$ cat config.mk
export PLATFORM = sky130hd
export DESIGN_NAME = n_stage_hazard_scoreboard_flat
export DESIGN_NICKNAME = d
export VERILOG_FILES = /design/src/rtl/n_stage_hazard_scoreboard_if.sv /design/src/rtl/n_stage_hazard_scoreboard.sv /design/src/flat_wrapper.sv
export SDC_FILE = /design/constraint.sdc
export NUM_CORES = 1
export LEC_CHECK = 0
export ABC_AREA = 1
export CAP_MARGIN = 0
export CORE_ASPECT_RATIO = 1.4
export CORE_UTILIZATION = 58
export DETAILED_ROUTE_END_ITERATION = 10
export PLACE_DENSITY_LB_ADDON = 0.25
export RECOVER_POWER = 50
export SLEW_MARGIN = 5
export SYNTH_ARGS = -nofsm -noshare
export SYNTH_HDL_FRONTEND = slang
export SYNTH_SLANG_ARGS = --single-unit
$ cat constraint.sdc
create_clock -name clock -period 5.1 [get_ports clock]
set_clock_uncertainty 0.1 [all_clocks]
set_input_delay 1.02 -clock clock [delete_from_list [all_inputs] [get_ports clock]]
set_output_delay 1.02 -clock clock [all_outputs]
set_load 0.02 [all_outputs]
$ cat src/rtl/n_stage_hazard_scoreboard_if.sv
// Decode-side bundle for the hazard scoreboard: decode drives issue/source/control
// fields (master), the scoreboard answers with stall, bypass selects and the stall counter (slave).
interface n_stage_hazard_scoreboard_if #(
  parameter int NUM_STAGES = 4,
  parameter int REG_BITS   = 5,
  parameter int COUNT_BITS = 32,
  parameter int SEL_BITS   = $clog2(NUM_STAGES + 1)
);
  logic                  issue_valid;
  logic [REG_BITS-1:0]   rs1;
  logic [REG_BITS-1:0]   rs2;
  logic                  rs1_read;
  logic                  rs2_read;
  logic [REG_BITS-1:0]   issue_rd;
  logic                  issue_regWrite;
  logic                  issue_load;
  logic                  hold;
  logic                  flush_decode;
  logic [NUM_STAGES-1:0] flush_mask;
  logic                  stall_decode;
  logic [SEL_BITS-1:0]   rs1_bypass;
  logic [SEL_BITS-1:0]   rs2_bypass;
  logic [COUNT_BITS-1:0] stall_cycles;

  modport master (
    output issue_valid, rs1, rs2, rs1_read, rs2_read, issue_rd, issue_regWrite,
           issue_load, hold, flush_decode, flush_mask,
    input  stall_decode, rs1_bypass, rs2_bypass, stall_cycles
  );

  modport slave (
    input  issue_valid, rs1, rs2, rs1_read, rs2_read, issue_rd, issue_regWrite,
           issue_load, hold, flush_decode, flush_mask,
    output stall_decode, rs1_bypass, rs2_bypass, stall_cycles
  );
endinterface

$ cat src/rtl/n_stage_hazard_scoreboard.sv
// Hazard/bypass scoreboard: tracks in-flight writers in a NUM_STAGES shift register
// (stage 0 = execute) and derives load-use stall plus youngest-producer bypass selects.
module n_stage_hazard_scoreboard #(
  parameter int NUM_STAGES       = 4,
  parameter int REG_BITS         = 5,
  parameter int LOAD_READY_STAGE = 3,
  parameter int COUNT_BITS       = 32,
  localparam int SEL_BITS        = $clog2(NUM_STAGES + 1)
) (
  input logic                    clock,
  input logic                    reset,
  n_stage_hazard_scoreboard_if.slave bus
);

  typedef struct packed {
    logic                valid;
    logic [REG_BITS-1:0] rd;
    logic                wr;
    logic                ld;
  } entry_t;

  entry_t [NUM_STAGES-1:0] pipe_q, pipe_d;
  logic [COUNT_BITS-1:0]   stall_cycles_q, stall_cycles_d;

  logic [SEL_BITS:0]       rs1_res, rs2_res;
  logic                    stall_w;
  logic                    insert_w;

  // Returns {hazard, select}; the lowest matching stage is the youngest producer.
  function automatic logic [SEL_BITS:0] search(input logic [REG_BITS-1:0] rs,
                                               input logic rd_en,
                                               input entry_t [NUM_STAGES-1:0] p);
    logic              found;
    logic [SEL_BITS:0] r;
    found = 1'b0;
    r     = '0;
    if (rd_en && rs != '0) begin
      for (int k = 0; k < NUM_STAGES; k++) begin
        if (!found && p[k].valid && p[k].wr && p[k].rd == rs) begin
          found = 1'b1;
          if (p[k].ld && k < LOAD_READY_STAGE) r = {1'b1, {SEL_BITS{1'b0}}};
          else                                 r = {1'b0, SEL_BITS'(k + 1)};
        end
      end
    end
    return r;
  endfunction

  always_comb begin
    rs1_res  = search(bus.rs1, bus.rs1_read, pipe_q);
    rs2_res  = search(bus.rs2, bus.rs2_read, pipe_q);
    stall_w  = bus.issue_valid && !bus.flush_decode && (rs1_res[SEL_BITS] || rs2_res[SEL_BITS]);
    insert_w = bus.issue_valid && !bus.flush_decode && !stall_w;
  end

  assign bus.stall_decode = stall_w;
  assign bus.rs1_bypass   = rs1_res[SEL_BITS-1:0];
  assign bus.rs2_bypass   = rs2_res[SEL_BITS-1:0];
  assign bus.stall_cycles = stall_cycles_q;

  // A frozen pipeline still honours flushes, but neither shifts nor inserts.
  always_comb begin
    pipe_d = pipe_q;
    if (bus.hold) begin
      for (int i = 0; i < NUM_STAGES; i++) begin
        if (bus.flush_mask[i]) pipe_d[i].valid = 1'b0;
      end
    end else begin
      for (int i = 1; i < NUM_STAGES; i++) begin
        pipe_d[i] = pipe_q[i-1];
        if (bus.flush_mask[i-1]) pipe_d[i].valid = 1'b0;
      end
      pipe_d[0] = '0;
      if (insert_w) begin
        pipe_d[0] = '{valid: 1'b1, rd: bus.issue_rd, wr: bus.issue_regWrite, ld: bus.issue_load};
      end
    end
  end

  always_comb begin
    stall_cycles_d = stall_cycles_q;
    if (stall_w && !bus.hold && stall_cycles_q != {COUNT_BITS{1'b1}}) begin
      stall_cycles_d = stall_cycles_q + COUNT_BITS'(1);
    end
  end

  always_ff @(posedge clock) begin
    if (reset) begin
      pipe_q         <= '0;
      stall_cycles_q <= '0;
    end else begin
      pipe_q         <= pipe_d;
      stall_cycles_q <= stall_cycles_d;
    end
  end

endmodule

$ cat src/flat_wrapper.sv
// flat-port wrapper written by rule: the top's interface ports become plain ports
module n_stage_hazard_scoreboard_flat 
#(
  parameter int NUM_STAGES       = 4,
  parameter int REG_BITS         = 5,
  parameter int LOAD_READY_STAGE = 3,
  parameter int COUNT_BITS       = 32,
  localparam int SEL_BITS        = $clog2(NUM_STAGES + 1)
)
  (clock, reset, bus_issue_valid, bus_rs1, bus_rs2, bus_rs1_read, bus_rs2_read, bus_issue_rd, bus_issue_regWrite, bus_issue_load, bus_hold, bus_flush_decode, bus_flush_mask, bus_stall_decode, bus_rs1_bypass, bus_rs2_bypass, bus_stall_cycles);
  n_stage_hazard_scoreboard_if #(.NUM_STAGES(NUM_STAGES), .REG_BITS(REG_BITS), .COUNT_BITS(COUNT_BITS)) bus_i ();
  input logic clock;
  input logic reset;
  input wire logic [$bits(bus_i.issue_valid)-1:0] bus_issue_valid;
  input wire logic [$bits(bus_i.rs1)-1:0] bus_rs1;
  input wire logic [$bits(bus_i.rs2)-1:0] bus_rs2;
  input wire logic [$bits(bus_i.rs1_read)-1:0] bus_rs1_read;
  input wire logic [$bits(bus_i.rs2_read)-1:0] bus_rs2_read;
  input wire logic [$bits(bus_i.issue_rd)-1:0] bus_issue_rd;
  input wire logic [$bits(bus_i.issue_regWrite)-1:0] bus_issue_regWrite;
  input wire logic [$bits(bus_i.issue_load)-1:0] bus_issue_load;
  input wire logic [$bits(bus_i.hold)-1:0] bus_hold;
  input wire logic [$bits(bus_i.flush_decode)-1:0] bus_flush_decode;
  input wire logic [$bits(bus_i.flush_mask)-1:0] bus_flush_mask;
  output wire logic [$bits(bus_i.stall_decode)-1:0] bus_stall_decode;
  output wire logic [$bits(bus_i.rs1_bypass)-1:0] bus_rs1_bypass;
  output wire logic [$bits(bus_i.rs2_bypass)-1:0] bus_rs2_bypass;
  output wire logic [$bits(bus_i.stall_cycles)-1:0] bus_stall_cycles;
  assign bus_i.issue_valid = bus_issue_valid;
  assign bus_i.rs1 = bus_rs1;
  assign bus_i.rs2 = bus_rs2;
  assign bus_i.rs1_read = bus_rs1_read;
  assign bus_i.rs2_read = bus_rs2_read;
  assign bus_i.issue_rd = bus_issue_rd;
  assign bus_i.issue_regWrite = bus_issue_regWrite;
  assign bus_i.issue_load = bus_issue_load;
  assign bus_i.hold = bus_hold;
  assign bus_i.flush_decode = bus_flush_decode;
  assign bus_i.flush_mask = bus_flush_mask;
  assign bus_stall_decode = bus_i.stall_decode;
  assign bus_rs1_bypass = bus_i.rs1_bypass;
  assign bus_rs2_bypass = bus_i.rs2_bypass;
  assign bus_stall_cycles = bus_i.stall_cycles;
  n_stage_hazard_scoreboard #(.NUM_STAGES(NUM_STAGES), .REG_BITS(REG_BITS), .LOAD_READY_STAGE(LOAD_READY_STAGE), .COUNT_BITS(COUNT_BITS)) u_core (.clock(clock), .reset(reset), .bus(bus_i));
endmodule
==> impl_metrics.yaml <==
run_status:
  status: "complete, no violations"
setup_path:
  rrSetupSlack_ps: 2330
  start_kind: "primary input"
  worstSetupEndpointType: "primary output"
  crit_arrival_ps: 3670
  cp-startpoint: "bus_rs1[3]"
  required_ps: 3980
  crit_end: "bus_stall_decode"
  r2r-end: "u_core.bus.stall_cycles[2]"
  crit_path_max_fanout: 18
  reg2reg_from: "u_core.pipe_q[19]"
  r2r.worst_path.cells: 13
  crit_type: "primary input to primary output"
synthesis:
  avgSynthCellArea_um2: 6.01
  synth_top_family_by_area: "simple AND/OR/NAND/NOR gates"
  synth-xor-area-share_pct: 3.07
  synth_commonest_cells: "nand2_1 (182), inv_1 (94), nor2_1 (79)"
  synthMostInstantiatedCell: "nand2_1"
  synth_cells: 664
  post_synth_instance_area_mm2: 0.00399
  syn_nets: 693
  yosys_warnings: 0
  synth-simple-area-share_pct: 40.5
  synth.mux.area_fraction_pct: 0
  synth_adder_area_share_pct: 0.314
  synth.largest_area_cell: "dfxtp_1"
  ys_async_sr_fraction_pct: 0
  seq_area_frac_synth_pct: 31.6
  synth_area_leaders: "dfxtp_1 (32%), nand2_1 (17%), inv_1 (8.8%)"
  ys_ff_latch: 63
  synth_compound_gate_area_share_pct: 12.2
  ys_types: 32
  synth_ff_type: "dfxtp_1"
  yosysTopAreaCellShare_pct: 31.6
  synth-edff-count: 0
finish:
  drive_gt1_share_pct: 6.16
  stdcell_area_mm2: 0.00491
  antenna_cells: 0
  area_growth_pct: 23.2
  register_area_mm2: 0.00126
  multi_input_area_mm2: 0.00224
  fin_nets: 754
  fillers: 582
timing:
  post-route-period-util_pct: 93.9
  max_freq_ghz: 0.209
  final.min_clock_period_ps: 4790
  setup_slack_ps: 313
  hold_ws_ps: 377
  worst_pin_slew_ps: 1330
  final_max_slew_viol_count: 0
  slew_headroom_pct: 11.6
  hold_viol_final: 0
  finalSetupTns_ps: 0
  setup_viol: 0
  rsz0062_at_grt: "false"
detailed_routing:
  dr.pass1.iters: 5
  ant_nets: 0
  routedWlPerCell_um: 15.9
  vias: 4619
  drtIter0Drc: 327
  routed_wl_um: 13000
  via_per_inst: 5.62
  drc_errors: 0
clocking:
  cts.reportedPaths.clkPinSlew_ps: 90
  post_cts_resized: 0
  cts.sinks: 63
  ctsHoldBuffers: 0
  post-cts-setup-buffers: 0
  cts.htree.levels: 3
  cts_buffers: 9
  clkLatencyLatePin_ps: 350
  cts_buffer_depth: 2
  cts_tree: "yes"
  clock-root-buffer: "clkbuf_8"
power_and_ir_drop:
  peakVddDrop_mv: 0.177
  power_mw: 1.12
  power.density_mw_per_mm2: 229
  leakagePower_nw: 2.08
placed_design:
  pre_cts_ws_ps: 385
  routabilityCongestion: 0.985
  portBuffers: 66
  hpwl_um: 9730
  place_area_mm2: 0.00470
floorplan:
  die_area_mm2: 0.00722
  coreArea_mm2: 0.00661
  io-pin-count: 67
  initial_core_util_pct: 60.3
  rows: 35
  die_h_um: 100
  die_w_um: 72.1
global_routing:
  gr-total-overflow: 0
  grt_max_degree: 38
  grtUsageTotal_pct: 37.1
  antenna_found_initial: 0
  grt_pass1_vias: 4448
  grt_first_pass_wirelength_um: 20700
hold_path:
  hp-class: "flop to flop"
run:
  drv_cap: 0
-- state kept, by name, summed over array words and instances, names as in the netlist --
signal,flops
u_core.pipe_q,31
u_core.bus.stall_cycles,32
-- where the power goes --
part / total (mW) / switching, mW / internal [mW]
registers: 0.515 / 0.0125 / 0.503
clock network: 0.494 / 0.218 / 0.276
logic: 0.114 / 0.0713 / 0.0427
-- how the worst min path moves through the flow --
| stage | start | end | slack, ps | cells past startpoint |
|---|---|---|---|---|
| after detailed placement | u_core.pipe_q[31] | u_core.pipe_q[31] | 360 | 2 |
| after CTS | u_core.pipe_q[31] | u_core.pipe_q[31] | 370 | 2 |
| final | u_core.pipe_q[31] | u_core.pipe_q[31] | 380 | 2 |
| after global placement | u_core.pipe_q[31] | u_core.pipe_q[31] | 350 | 2 |
| after global routing | u_core.pipe_q[31] | u_core.pipe_q[31] | 420 | 2 |
| after floorplan | u_core.pipe_q[31] | u_core.pipe_q[31] | 340 | 2 |
-- placed cells by master, fill, tap and decap left out, drive strengths merged, types with 10 or more instances in the layout --
cell | Yosys | layout
nand2 | 187 | 187
xor2 | 11 | 11
o21ai | 38 | 38
dfxtp | 63 | 63
nor3 | 21 | 21
clkdlybuf4s50 | 0 | 32
a21oi | 49 | 49
dlygate4sd3 | 0 | 34
inv | 102 | 102
nor2 | 88 | 88
nand3 | 38 | 38
clkbuf | 12 | 10
nand4 | 28 | 28
-- critical path: stages --
cell and delay (ps):
clkdlybuf4s50_1 690, inv_2 100, nand2_1 70, nand2_1 60, nor2_2 180, nand2_1 90, nor2_2 100, nand3_1 90
nand2_1 60, inv_1 40, nand2_1 60, nand2_2 60, nand2_4 200, clkinv_1 120, nor2_1 100, clkdlybuf4s50_1 610
-- final cells by class --
cell class | count | area share (%)
Clock buffer | 9 | 2.52
Clock inverter | 7 | 1.99
Inverter | 104 | 7.94
Multi-Input combinational cell | 477 | 45.6
Sequential cell | 63 | 25.7
Tap cell | 92 | 2.34
Timing Repair Buffer | 70 | 14.0
-- per-layer routing --
metal	part of all wire [%]	wire length, um	track usage, %	up-vias
li1	-	-	-	2246
met2	54	7060	69.3	180
met4	4.5	593	19.8	0
met5	0	0	0	-
met1	37	4780	39.2	2140
met3	4.7	611	5.22	53
-- cell families after synthesis --
group | count (synthesis)
and+or+nand+nor | 368
xor gates and xnor gates | 14
DFF | 63
AOI/OAI and AO/OA | 94
adders and majority gates | 1
buffers and inverters | 124
-- through the flow --
| step | cells | util, % |
|---|---|---|
| 2_1_floorplan | 664 | - |
| 3_3_place_gp | 806 | 71.0 |
| 3_5_place_dp | 806 | 71.0 |
| 4_1_cts | 822 | 74.4 |
| 5_1_grt | 822 | 74.3 |
| 6_report | 822 | 74.3 |
Note: power is estimated with default switching activity, not from simulation.
